<file path="config.mk">
export PLATFORM = sky130hd
export DESIGN_NAME = logic_op_unit
export DESIGN_NICKNAME = d
export VERILOG_FILES = /design/src/rtl/logic_op_pkg.sv /design/src/rtl/logic_op_core.sv /design/src/rtl/logic_op_unit.sv
export SDC_FILE = /design/constraint.sdc
export NUM_CORES = 1
export LEC_CHECK = 0
export ABC_AREA = 1
export CAP_MARGIN = 10
export CORE_ASPECT_RATIO = 2
export CORE_MARGIN = 4
export CORE_UTILIZATION = 53
export DETAILED_ROUTE_END_ITERATION = 8
export GPL_ROUTABILITY_DRIVEN = 1
export PLACE_DENSITY = 0.8
export SLEW_MARGIN = 10
export SYNTH_ARGS = -nofsm -noshare
export SYNTH_HDL_FRONTEND = slang
export SYNTH_SLANG_ARGS = --single-unit
export TNS_END_PERCENT = 20
</file>
<file path="constraint.sdc">
create_clock -name clk -period 4.4 [get_ports clk]
set_input_delay 0.66 -clock clk [delete_from_list [all_inputs] [get_ports clk]]
set_output_delay 0.66 -clock clk [all_outputs]
set_load 0.01 [all_outputs]
</file>
<file path="src/rtl/logic_op_pkg.sv">
// Shared types for the logic operation unit: opcode encoding and chain FSM states.
package logic_op_pkg;

  typedef enum logic [2:0] {
    OP_AND  = 3'd0,
    OP_OR   = 3'd1,
    OP_NOT  = 3'd2,
    OP_NAND = 3'd3,
    OP_NOR  = 3'd4,
    OP_XOR  = 3'd5,
    OP_XNOR = 3'd6,
    OP_PASS = 3'd7
  } op_e;

  typedef enum logic {
    ST_IDLE  = 1'b0,
    ST_CHAIN = 1'b1
  } state_e;

endpackage

</file>
<file path="src/rtl/logic_op_core.sv">
// Purely combinational bitwise operator: y = op(x, b) over WIDTH bits.
module logic_op_core
  import logic_op_pkg::*;
#(
  parameter int WIDTH = 8
) (
  input  logic [WIDTH-1:0] x_i,
  input  logic [WIDTH-1:0] b_i,
  input  logic [2:0]       op_i,
  output logic [WIDTH-1:0] y_o
);

  always_comb begin
    y_o = x_i;
    case (op_e'(op_i))
      OP_AND:  y_o = x_i & b_i;
      OP_OR:   y_o = x_i | b_i;
      OP_NOT:  y_o = ~x_i;
      OP_NAND: y_o = ~(x_i & b_i);
      OP_NOR:  y_o = ~(x_i | b_i);
      OP_XOR:  y_o = x_i ^ b_i;
      OP_XNOR: y_o = ~(x_i ^ b_i);
      OP_PASS: y_o = x_i;
      default: y_o = x_i;
    endcase
  end

endmodule

</file>
<file path="src/rtl/logic_op_unit.sv">
// Registered bitwise logic unit with valid/ready handshake, chained reduction
// through an accumulator, zero/parity flags and a saturating result counter.
module logic_op_unit
  import logic_op_pkg::*;
#(
  parameter int WIDTH = 8,
  parameter int CNT_W = 16
) (
  input  logic             clk,
  input  logic             rst_n,
  input  logic             in_valid,
  output logic             in_ready,
  input  logic [WIDTH-1:0] in_a,
  input  logic [WIDTH-1:0] in_b,
  input  logic [2:0]       in_op,
  input  logic             in_chain,
  output logic             out_valid,
  input  logic             out_ready,
  output logic [WIDTH-1:0] out_y,
  output logic             out_zero,
  output logic             out_parity,
  output logic [CNT_W-1:0] ops_done,
  output logic             chaining
);

  state_e             state_q, state_d;
  logic [WIDTH-1:0]   acc_q, acc_d;
  logic [WIDTH-1:0]   y_q, y_d;
  logic               valid_q, valid_d;
  logic               zero_q, zero_d;
  logic               parity_q, parity_d;
  logic [CNT_W-1:0]   cnt_q, cnt_d;

  logic               accept;
  logic [WIDTH-1:0]   opX;
  logic [WIDTH-1:0]   coreY;

  // Chain beats also wait for the output slot so the source sees one uniform rule.
  assign in_ready = !valid_q || out_ready;
  assign accept   = in_valid && in_ready;
  assign opX      = (state_q == ST_CHAIN) ? acc_q : in_a;

  logic_op_core #(.WIDTH(WIDTH)) u_core (
    .x_i  (opX),
    .b_i  (in_b),
    .op_i (in_op),
    .y_o  (coreY)
  );

  always_comb begin
    state_d  = state_q;
    acc_d    = acc_q;
    y_d      = y_q;
    valid_d  = valid_q;
    zero_d   = zero_q;
    parity_d = parity_q;
    cnt_d    = cnt_q;

    if (valid_q && out_ready) begin
      valid_d = 1'b0;
    end

    if (accept) begin
      if (in_chain) begin
        acc_d   = coreY;
        state_d = ST_CHAIN;
      end else begin
        y_d      = coreY;
        zero_d   = (coreY == '0);
        parity_d = ^coreY;
        valid_d  = 1'b1;
        state_d  = ST_IDLE;
        if (cnt_q != '1) begin
          cnt_d = cnt_q + CNT_W'(1);
        end
      end
    end
  end

  always_ff @(posedge clk or negedge rst_n) begin
    if (!rst_n) begin
      state_q  <= ST_IDLE;
      acc_q    <= '0;
      y_q      <= '0;
      valid_q  <= 1'b0;
      zero_q   <= 1'b0;
      parity_q <= 1'b0;
      cnt_q    <= '0;
    end else begin
      state_q  <= state_d;
      acc_q    <= acc_d;
      y_q      <= y_d;
      valid_q  <= valid_d;
      zero_q   <= zero_d;
      parity_q <= parity_d;
      cnt_q    <= cnt_d;
    end
  end

  assign out_valid  = valid_q;
  assign out_y      = y_q;
  assign out_zero   = zero_q;
  assign out_parity = parity_q;
  assign ops_done   = cnt_q;
  assign chaining   = (state_q == ST_CHAIN);

endmodule

</file>
Yosys cells after proc, flatten, opt, wreduce, memory -nomap -nowiden
Cells that the tools add are included.
- shift operators: 0
- equality and inequality tests: 8
- multiply operators: 0
- div/mod/pow operators: 0
- magnitude comparators: 0
- muxes and demuxes: 6
- reduce and logical (&&, ||, !) cells: 10
- add/subtract/negate cells: 1
- bitwise logic cells: 8
- operators by type and width (operator ; number):
    8-bit one-hot mux with 8 select lines ; 1
    8-bit NOT ; 4
    16-bit by 1-bit adder with 16-bit output, second input constant ; 1
    16-bit != test, second input constant ; 1
    3-bit == test, second input constant ; 4
    8-bit AND ; 1
    8-bit zero test ; 1
    8-bit 2-to-1 mux ; 1
    8-bit bitwise OR ; 1
    8-bit XOR reduction ; 1
    8-bit XOR ; 1
    3-bit by 2-bit == test with 1-bit output, second input constant ; 2
    1-bit 2-to-1 mux ; 4
    2-bit AND reduction ; 2
    3-bit by 1-bit == test with 1-bit output, second input constant ; 1
    3-bit zero test ; 1
    3-bit AND reduction ; 1
    1-bit logical AND ; 2
    1-bit zero test ; 1
    1-bit logical OR ; 1
    1-bit NOT ; 1
- ROM bits: 0
- latch bits: 0
- register bits after elaboration: 36
- bits of input ports: 24
- word-level logic and storage cells: 40
- output and inout bits: 29
- bits in writable memories: 0
- memories: 0

Logic depth before layout (Yosys ltp)
Gate-level depths: netlist of run 1.
- word-level depth: 5
- depth in mapped cells: 16

Hierarchy
Synthesis of run 1 repeated with hierarchy kept, for this count alone.
- cell total of the unflattened synthesis: 430
- area total of the unflattened synthesis: 2882.8 um^2
- by module, submodules not included (module ; seq. area each (um^2) ; times used ; cells an instance ; area each (um^2)):
    logic_op_unit ; 900.9 ; 1 ; 254 ; 1906.8
    logic_op_core ; 0.0 ; 1 ; 176 ; 975.9

Worst setup path after synthesis of run 1
No wires, ideal clock.
- path kind: in2reg
- start point: input in_a[6]
- end point: register parity_q (netlist: out_parity)
- stages on the path: 14
- arrival: 2.104 ns
- path slack: 2.170 ns
- path through: inv_1 > nand2_1 > nand2_1 > ha_1 > inv_1 > nand4_1 > nand2_1 > nor2_1 > nand3_2 > inv_1 > ha_1 > xnor2_1 > xnor2_1 > o21ai_0
- word-level cells in the longest chain between the ends: 5
- RTL lines (item ; line ; text):
    start, declared ; logic_op_unit.sv:13 ; input logic [WIDTH-1:0] in_a,
    8-bit 2-to-1 mux (*) ; logic_op_unit.sv:41 ; assign opX = (state_q == ST_CHAIN) ? acc_q : in_a;
    8-bit XOR (tied with other cells) ; logic_op_core.sv:21, logic_op_core.sv:22 ;
    8-bit NOT (on tied branches) ; logic_op_core.sv:22, logic_op_core.sv:19, logic_op_core.sv:20 ;
    8-bit one-hot mux with 8 select lines (*) ; logic_op_core.sv:15 ; case (op_e'(op_i))
    8-bit XOR reduction (*) ; logic_op_unit.sv:70 ; parity_d = ^coreY;
    end signal, assigned ; logic_op_unit.sv:95 ; parity_q <= parity_d;
    end, declared ; logic_op_unit.sv:31 ; logic parity_q, parity_d;
Every way passes the cells marked *; elsewhere a longest branch is shown, timed or not.
A chain may end at the register's enable or synchronous reset.

Final worst setup path of run 1
- start point: input in_op[1]
- end point: register parity_q (netlist: out_parity)
- word-level cells in the longest chain between the ends: 3
- RTL lines (item ; line ; text):
    start, declared ; logic_op_unit.sv:15 ; input logic [2:0] in_op,
    3-bit == test (tied with other cells) ; logic_op_core.sv:15 ;
    8-bit one-hot mux with 8 select lines (*) ; logic_op_core.sv:15 ;
    8-bit XOR reduction (*) ; logic_op_unit.sv:70 ;
Marks and branches as above.

==> run metrics, run 1 <==
arrival time of the worst setup path=3.09 ns; Post-Synth Simple-Gate Area=0.444; CTS root buffer=clkbuf_8; Fin Setup TNS=0 ns; post-synthesis sequential area ratio=0.297; area delta synth->final=20.2%; Req. time, crit path=4.57 ns; synthesized area=3040 µm²; type of the worst min-delay path=reg -> reg; nature of the critical path endpoint=flop; post-synthesis mux area share=0; critical path launch point type=input port; final setup vio count=0; synth warn=0; gate count of the mapped netlist=475; Leakage=2.02 nW; post-route ant nets=0; Slew headroom=0.539; Pins Over Slew Limit=0; most frequent cells in the layout=nand2_1, inv_1, clkdlybuf4s50_1; Crit path top cell by count=nand2_1; routed len/inst=12.8 µm; Final Cycle Share=0.664; Post-route DRC=0; design area=3650 µm²; Sink Count=36; via total after detailed routing=3004; post-CTS sizing=0; syn_area_per_cell=6.39 µm²; Die Span X=61.5 µm; Clock Skews=0.00458 ns; CTS Buffer Depth=2; routed wire length=7520 µm; outcome=finished, final reports clean; final count of hold timing violations=0; CP max FO=14; setup repair bufs after CTS=0; core area=5520 µm²; num rows=38; initial core utilization=0.550; RSZ-0062 raised after global routing=no; clock slew at reported path FFs=0.07 ns; CP peak stage delay=0.92 ns; CP max-delay cell=clkdlybuf4s50_1; CP Class=in -> reg; P per Cell Area=325 nW/µm²; Max-cap violations=0; pin slew with the least headroom to its limit=0.690 ns; Synth Area in XOR/XNOR=0.0346; #FFs+latches synth=36; Cell variety after synth=29; post-synthesis net count=520; Cell Chain, Critical Path=clkdlybuf4s50_1 -> nand2_1 -> nor2_4 -> nand2_1 -> nand2_1 -> nor2_1 -> nand3_2 -> inv_1 -> ha_1 -> xnor2_1 -> xnor2_1 -> o21ai_0; Placed Instance Area=3570 µm²; DRT iter0 DRCs=176; Diodes inserted=0; initial antenna violation count=0; # nets final=571; GR Overflow Total=0; vias in the first global route=2902; vias per cell=5.13; largest net degree at the start of global routing=37; Pre-Repair DR Iteration Count=4; reg2reg start=chaining$_DFFE_PN0P_; Synth Area in Compound Gates=0.00824; adder-cell share of the synthesized area=0.0866; layout cell share with drive strength beyond 1=0.0608; Global Route Usage Sum=0.234; Port Buf Inserts=52; post-DP HPWL=6040 µm; crit path time final=2.92 ns; maximum vdd ir drop=0.375 mV; die area=7080 µm²; CTS H-tree depth=2; GPL Wtd Cong=0.925; io pins=53; Setup crit start=in_op[1]; CTS tree=done; first-pass GRT wire length=12600 µm; die height=115 µm; most common cell after layout, fill and taps aside=nand2_1; HP Start=acc_q[7]$_DFFE_PN0P_; CTS Buf Count=5; largest family of logic cells by synthesized area=simple AND/OR/NAND/NOR gates; # fillers=504; worst skew pair latency=0.29 ns; Fmax=342 MHz; CTS Hold Buffers Added=0
[critical path: cells and delay by family]
kind	cells	cell delay, ns
AOI/OAI and AO/OA	1	0.08
xor gates and xnor gates	2	0.33
adders and majority gates	1	0.30
buffers and inverters	2	0.98
and+or+nand+nor	6	0.73
[kinds of logic (layout without fill, tap and decap cells)]
| group | count (synthesis) | in the layout |
|---|---|---|
| AO/OA/AOI/OAI | 5 | 5 |
| XOR/XNOR | 12 | 12 |
| flip-flops | 36 | 36 |
| AND/OR/NAND/NOR | 306 | 306 |
| adder cells (fa/ha/maj) | 21 | 21 |
| buffers and inverters | 95 | 146 |
[final cells by class]
| cell class | instances | area [µm²] | area share |
|---|---|---|---|
| flip-flops and latches | 36 | 901 | 0.247 |
| clock inverters | 1 | 5.00 | 0.00137 |
| well taps | 60 | 75.1 | 0.0206 |
| multi-input cells | 344 | 1740 | 0.477 |
| clock buffers | 6 | 72.6 | 0.0199 |
| inverters | 85 | 322 | 0.0881 |
| repair buffers | 54 | 536 | 0.147 |
[cells in the mapped netlist, drive strengths merged]
master / count / area share
nand3: 42 / 0.086
nand3b: 1 / 0.0025
nand2: 202 / 0.25
dfrtp: 36 / 0.30
ha: 21 / 0.087
nor3: 4 / 0.0066
a21oi: 1 / 0.0016
clkbuf: 2 / 0.0025
xnor2: 8 / 0.023
buf: 8 / 0.022
nand4: 13 / 0.027
inv: 83 / 0.10
and2: 2 / 0.0041
xor2: 4 / 0.012
nor2: 42 / 0.065
o21ai: 4 / 0.0066
clkinv: 2 / 0.0025
[layer usage]
| metal | global-route usage | vias to the layer above | part of all wire |
|---|---|---|---|
| met1 | 0.226 | 1363 | 0.36 |
| met3 | 0.0315 | 29 | 0.036 |
| li1 | - | 1532 | - |
| met5 | 0 | - | 0 |
| met2 | 0.439 | 80 | 0.56 |
| met4 | 0.129 | 0 | 0.043 |
[final timing paths]
| kind | slack (ns) | cells after the start | to |
|---|---|---|---|
| min | 0.48 | 2 | acc_q[7]$_DFFE_PN0P_ |
| max | 1.48 | 12 | out_parity$_DFFE_PN0P_ |
| max in group asynchronous | 3.30 | 2 | ops_done[10]$_DFFE_PN0P_ |
| min in group asynchronous | 0.78 | 2 | out_valid$_DFF_PN0_ |
| min reg2reg | 0.48 | 2 | acc_q[7]$_DFFE_PN0P_ |
| max reg2reg | 1.71 | 14 | out_parity$_DFFE_PN0P_ |
[per-stage QoR]
stage                     setup slack, ns  utilization  hold WS, ns  std cells  power [mW]
final                                1.48        0.662        0.484        586        1.19
after global routing                 1.31        0.662        0.508        586        1.28
after CTS                            1.51        0.662        0.488        586        1.19
after detailed placement             1.21        0.648        0.470        579       0.974
after global placement               1.27        0.648        0.464        579       0.960
after floorplan                      2.17            -        0.364        475       0.771
[where the power goes]
group	total [mW]	internal (mW)	switching (mW)
registers	0.457	0.394	0.0625
clock network	0.220	0.108	0.113
logic	0.510	0.235	0.274
total	1.19	0.737	0.450
[flip-flops by register name, summed over array words and instances, names as in the netlist]
signal and flops:
out_zero 1, out_y 8, out_valid 1, ops_done 16, chaining 1, acc_q 8, out_parity 1
No activity file was read; power rests on OpenSTA's default activity.
==> inputs of run 2 (changes only) <==
==> constraint.sdc (replaced) <==
create_clock -name clk -period 2.8 [get_ports clk]
set_input_delay 0.42 -clock clk [delete_from_list [all_inputs] [get_ports clk]]
set_output_delay 0.42 -clock clk [all_outputs]
set_load 0.01 [all_outputs]
==> run 2 against run 1 <==
  * Worst hold slack gained 0.0056 ns
  * Sequential share of layout area shrank 0.58 points
  * Combinational power is 59% higher
  * Design area is 2.4% higher
  * Routed wire length is 1.5% higher
  * Clock power grew 80%
  * Count of clock-buffer cells in the layout did not move
==> run metrics, run 2 (synthesized netlist as in run 1, its figures left out) <==
vias in the first global route=3059 (was 2902); DRT iter0 DRCs=224 (was 176); CP bufs+invs=4 (was 2); Leakage=2.07 nW (was 2.02 nW); CTS Hold Buffers Added=0 (unchanged); routed wire length=7630 µm (was 7520 µm); dpl cells=588 (was 579); WHS=0.489 ns (was 0.484 ns); num rows=38 (unchanged); CTS Buf Count=5 (unchanged); maximum vdd ir drop=0.440 mV (was 0.375 mV); RSZ-0062 raised after global routing=no (unchanged); nature of the critical path endpoint=flop (unchanged); P per Cell Area=513 nW/µm² (was 325 nW/µm²); post-DP HPWL=6170 µm (was 6040 µm); Post-route DRC=0 (unchanged); CP max FO=4 (was 14); Fin Setup TNS=0 ns (unchanged); CTS tree=done (unchanged); Final Cycle Share=0.838; via total after detailed routing=3034 (was 3004); CP max-delay cell=clkdlybuf4s50_1 (unchanged); initial core utilization=0.550 (unchanged); Sink Count=36 (unchanged); die height=115 µm (unchanged); die area=7080 µm² (unchanged); vias per cell=5.09 (was 5.13); Clock Skews=0.00482 ns (was 0.00458 ns); Pre-Repair DR Iteration Count=4 (unchanged); worst slack at placement=0.135 ns (was 1.21 ns); post-CTS sizing=0 (unchanged); arrival time of the worst setup path=2.52 ns (was 3.09 ns); Req. time, crit path=2.97 ns (was 4.57 ns); critical path launch point type=input port (unchanged); final count of hold timing violations=0 (unchanged); post-route ant nets=0 (unchanged); type of the worst min-delay path=reg -> reg (unchanged); Max-cap violations=0 (unchanged); CTS H-tree depth=2 (unchanged); setup repair bufs after CTS=0 (unchanged); GPL Wtd Cong=0.938 (was 0.925); initial antenna violation count=0 (unchanged); final setup margin=0.454 ns (was 1.48 ns); GR Overflow Total=0 (unchanged); Pins Over Slew Limit=0 (unchanged); area delta synth->final=23.1% (was 20.2%); most common cell after layout, fill and taps aside=nand2_1 (unchanged); CP Class=in -> reg (unchanged); outcome=finished, final reports clean (unchanged); layout cell share with drive strength beyond 1=0.0802 (was 0.0608); Fmax=426 MHz; io pins=53 (unchanged); # fillers=507 (was 504); Cell Chain, Critical Path=clkdlybuf4s50_1 -> inv_1 -> nand2_1 -> nand2_1 -> ha_1 -> inv_1 -> nand4_1 -> nand2_1 -> nor2_1 -> nand3_2 -> inv_1 -> ha_1 -> xnor2_1 -> xnor2_1 -> o21ai_0 (was clkdlybuf4s50_1 -> nand2_1 -> nor2_4 -> nand2_1 -> nand2_1 -> nor2_1 -> nand3_2 -> inv_1 -> ha_1 -> xnor2_1 -> xnor2_1 -> o21ai_0); Die Span X=61.5 µm (unchanged); clock slew at reported path FFs=0.08 ns (was 0.07 ns); # nets final=580 (was 571); final non-filler cell total=596 (was 586); routed len/inst=12.8 µm (about the same); final setup vio count=0 (unchanged); Port Buf Inserts=52 (unchanged); CTS Buffer Depth=2 (unchanged); Global Route Usage Sum=0.239 (was 0.234); Diodes inserted=0 (unchanged); family with the most delay on the worst path=buffers and inverters (unchanged); worst skew pair latency=0.29 ns (about the same); crit path time final=2.35 ns; CP peak stage delay=0.45 ns (was 0.92 ns); pin slew with the least headroom to its limit=0.710 ns (was 0.690 ns); first-pass GRT wire length=13000 µm (was 12600 µm); CTS root buffer=clkbuf_8 (unchanged); max FFs per register=16 (unchanged); largest net degree at the start of global routing=37 (unchanged); Slew headroom=0.523 (was 0.539); most frequent cells in the layout=nand2_1, inv_1, clkdlybuf4s50_1 (unchanged); core area=5520 µm² (unchanged)
-- run 2: changes by cell type in the layout (fill, tap and decap cells not counted) --
cell,change
clkinv_2,-1
buf_4,+9
clkbuf_8,+1
clkbuf_1,-1
clkinvlp_4,+2
-- run 2: layout make-up --
cell class,count,area [µm²],share of cell area
flip-flops and latches,36,901,0.241
repair buffers,63,603,0.161
multi-input cells,344,1740,0.465
well taps,60,75.1,0.0201
clock inverters,2,15.0,0.00402
clock buffers,6,82.6,0.0221
inverters,85,322,0.0860
-- run 2: power breakdown --
part	switching, mW	internal [mW]	leakage, nW
Sequential	0.0928	0.619	0.470
Combinational	0.434	0.376	1.56
Clock	0.197	0.199	0.0434
-- run 2: through the flow --
step                       util  power (mW)  cell area, µm²
final                     0.678        1.92            3740
after global routing      0.678        2.08            3740
after CTS                 0.678        1.93            3740
after detailed placement  0.660        1.53            3640
after global placement    0.660        1.51            3640
after floorplan               -        1.21            3040
-- run 2: per-layer routing --
metal	up-vias	part of all wire	routed length [µm]	GRT usage
met5	-	0	0	0
met4	0	0.032	244	0.122
met1	1390	0.35	2700	0.226
li1	1550	-	-	-
met3	19	0.031	234	0.0270
met2	75	0.58	4450	0.464
-- run 2: worst paths after layout --
check / startpoint / end / slack, ns / depth (start not counted)
min in group asynchronous: rst_n / ops_done[2]$_DFFE_PN0P_ / 0.54 / 2
setup reg to reg: chaining$_DFFE_PN0P_ / out_parity$_DFFE_PN0P_ / 0.45 / 14
hold reg to reg: acc_q[4]$_DFFE_PN0P_ / acc_q[4]$_DFFE_PN0P_ / 0.49 / 2
max in group asynchronous: rst_n / out_y[1]$_DFFE_PN0P_ / 1.94 / 2
setup / recovery: in_a[5] / out_parity$_DFFE_PN0P_ / 0.45 / 15
hold / removal: acc_q[4]$_DFFE_PN0P_ / acc_q[4]$_DFFE_PN0P_ / 0.49 / 2
-- run 2: tightest hold or removal path, delay by kind of cell (launching register included) --
kind	cells	cell delay (ns)
AND/OR/NAND/NOR	2	0.11
flip-flops	1	0.35
==> inputs of run 3 (changes only) <==
==> constraint.sdc (replaced) <==
create_clock -name clk -period 2.5 [get_ports clk]
set_input_delay 0.375 -clock clk [delete_from_list [all_inputs] [get_ports clk]]
set_output_delay 0.375 -clock clk [all_outputs]
set_load 0.01 [all_outputs]
==> run 3 against run 2 <==
  * Design area up 5.8%
  * Clock power grew 12%
  * Flip-flop and latch count did not move
  * Critical path type is now reg -> reg
  * Largest cell class unchanged
==> run metrics, run 3 (synthesized netlist as in run 1, its figures left out) <==
area delta synth->final=30.2% (was 23.1%); type of the worst min-delay path=in -> async (was reg -> reg); Final Cycle Share=0.930; Req. time, crit path=2.68 ns (was 2.97 ns); Clock Skews=0.00764 ns (was 0.00482 ns); final setup margin=0.176 ns (was 0.454 ns); maximum vdd ir drop=0.685 mV (was 0.440 mV); CTS tree=done (unchanged); R2R Path End=out_parity$_DFFE_PN0P_ (unchanged); outcome=finished, final reports clean (unchanged); nature of the critical path endpoint=flop (unchanged); initial core utilization=0.550 (unchanged); Max-cap violations=0 (unchanged); CTS Buf Count=5 (unchanged); # fillers=476 (was 507); design area=3950 µm² (was 3740 µm²); routed len/inst=12.5 µm (was 12.8 µm); CTS Hold Buffers Added=0 (unchanged); Reg area=901 µm² (unchanged); DRT iter0 DRCs=159 (was 224); GPL Wtd Cong=0.885 (was 0.938); Setup crit start=chaining$_DFFE_PN0P_ (was in_a[5]); dpl cells=611 (was 588); CP endpoint=out_parity$_DFFE_PN0P_ (unchanged); R2R cell count=14 (unchanged); area of the multi-input gates=1770 µm² (was 1740 µm²); CP Class=reg -> reg (was in -> reg); core area=5520 µm² (unchanged); final non-filler cell total=619 (was 596); most frequent cells in the layout=nand2_1, inv_1, clkdlybuf4s50_1 (unchanged); Placed Instance Area=3820 µm² (was 3640 µm²); Diodes inserted=0 (unchanged); CP max FO=9 (was 4); Fmax=430 MHz; Global Route Usage Sum=0.235 (was 0.239); layout cell share with drive strength beyond 1=0.125 (was 0.0802); first-pass GRT wire length=12600 µm (was 13000 µm); post-DP HPWL=6350 µm (was 6170 µm); R2R setup slack=0.18 ns (was 0.45 ns); die area=7080 µm² (unchanged); Post-route DRC=0 (unchanged); CTS root buffer=clkbuf_8 (unchanged); die height=115 µm (unchanged); Pins Over Slew Limit=0 (unchanged); worst skew pair latency=0.30 ns (was 0.29 ns); crit path time final=2.32 ns; io pins=53 (unchanged); routed wire length=7720 µm (was 7630 µm); reg2reg start=chaining$_DFFE_PN0P_ (unchanged); post-CTS sizing=0 (unchanged); Port Buf Inserts=52 (unchanged); worst slack at placement=-0.152 ns (was 0.135 ns); post-route ant nets=0 (unchanged); Die Span X=61.5 µm (unchanged); via total after detailed routing=3090 (was 3034); setup repair bufs after CTS=0 (unchanged); vias in the first global route=2997 (was 3059); P per Cell Area=578 nW/µm² (was 513 nW/µm²); critical path launch point type=flop (was input port); max FFs per register=16 (unchanged); most common cell after layout, fill and taps aside=nand2_1 (unchanged); Pre-Repair DR Iteration Count=4 (unchanged); clock slew at reported path FFs=0.07 ns (was 0.08 ns); # nets final=603 (was 580); Slew headroom=0.534 (was 0.523); final count of hold timing violations=0 (unchanged); largest net degree at the start of global routing=37 (unchanged); arrival time of the worst setup path=2.50 ns (was 2.52 ns); vias per cell=4.99 (was 5.09); initial antenna violation count=0 (unchanged); CTS H-tree depth=2 (unchanged); GR Overflow Total=0 (unchanged); Sink Count=36 (unchanged); Leakage=2.20 nW (was 2.07 nW); num rows=38 (unchanged); pin slew with the least headroom to its limit=0.693 ns (was 0.710 ns); final setup vio count=0 (unchanged); CTS Buffer Depth=2 (unchanged)
[run 3: cell types whose count changed in the layout (fill, tap and decap cells not counted), sizes merged]
cell / before / now
buf: 11 / 34
[run 3: layer usage]
metal | vias to the layer above | part of all wire | track usage
met4 | 0 | 0.040 | 0.139
met2 | 62 | 0.58 | 0.456
met1 | 1408 | 0.35 | 0.207
li1 | 1598 | - | -
met5 | - | 0 | 0
met3 | 22 | 0.029 | 0.0348
[run 3: through the flow]
step / TNS, ns / util / power, mW / hold slack [ns]
floorplan: 0 / - / 1.36 / 0.0794
global placement: -0.0897 / 0.694 / 1.78 / 0.465
detailed placement: -0.152 / 0.694 / 1.81 / 0.469
CTS: 0 / 0.711 / 2.27 / 0.483
global route: -0.00909 / 0.717 / 2.47 / 0.511
finish: 0 / 0.717 / 2.29 / 0.485
[run 3: final cells by class]
type / count / share of cell area
clock buffers: 6 / 0.0209
clock inverters: 2 / 0.00380
inverters: 85 / 0.0814
multi-input cells: 344 / 0.448
flip-flops and latches: 36 / 0.228
well taps: 60 / 0.0190
repair buffers: 86 / 0.199
[run 3: report_power, final]
part           total [mW]  internal, mW  switching (mW)
Combinational        1.05         0.524           0.522
Clock               0.443         0.223           0.220
Sequential          0.797         0.693           0.104
Total                2.29          1.44           0.846
[run 3: how the worst min path moves through the flow]
stage | start | endpoint | slack, ns | cells past startpoint
global route | rst_n | ops_done[1]$_DFFE_PN0P_ | 0.51 | 2
detailed placement | out_y[5]$_DFFE_PN0P_ | out_y[5]$_DFFE_PN0P_ | 0.47 | 2
floorplan | rst_n | acc_q[0]$_DFFE_PN0P_ | 0.08 | 0
finish | rst_n | ops_done[1]$_DFFE_PN0P_ | 0.48 | 2
CTS | rst_n | ops_done[1]$_DFFE_PN0P_ | 0.48 | 2
global placement | out_y[5]$_DFFE_PN0P_ | out_y[5]$_DFFE_PN0P_ | 0.46 | 2
[run 3: worst max-delay path, stage by stage, from the launching register on]
cell,delay [ns]
dfrtp_1,0.41
buf_4,0.18
nand2_1,0.08
nand2_1,0.11
ha_1,0.31
inv_1,0.04
nand4_1,0.07
nand2_1,0.06
nor2_1,0.12
nand3_2,0.09
inv_1,0.06
ha_1,0.25
xnor2_2,0.20
xnor2_1,0.14
o21ai_1,0.07
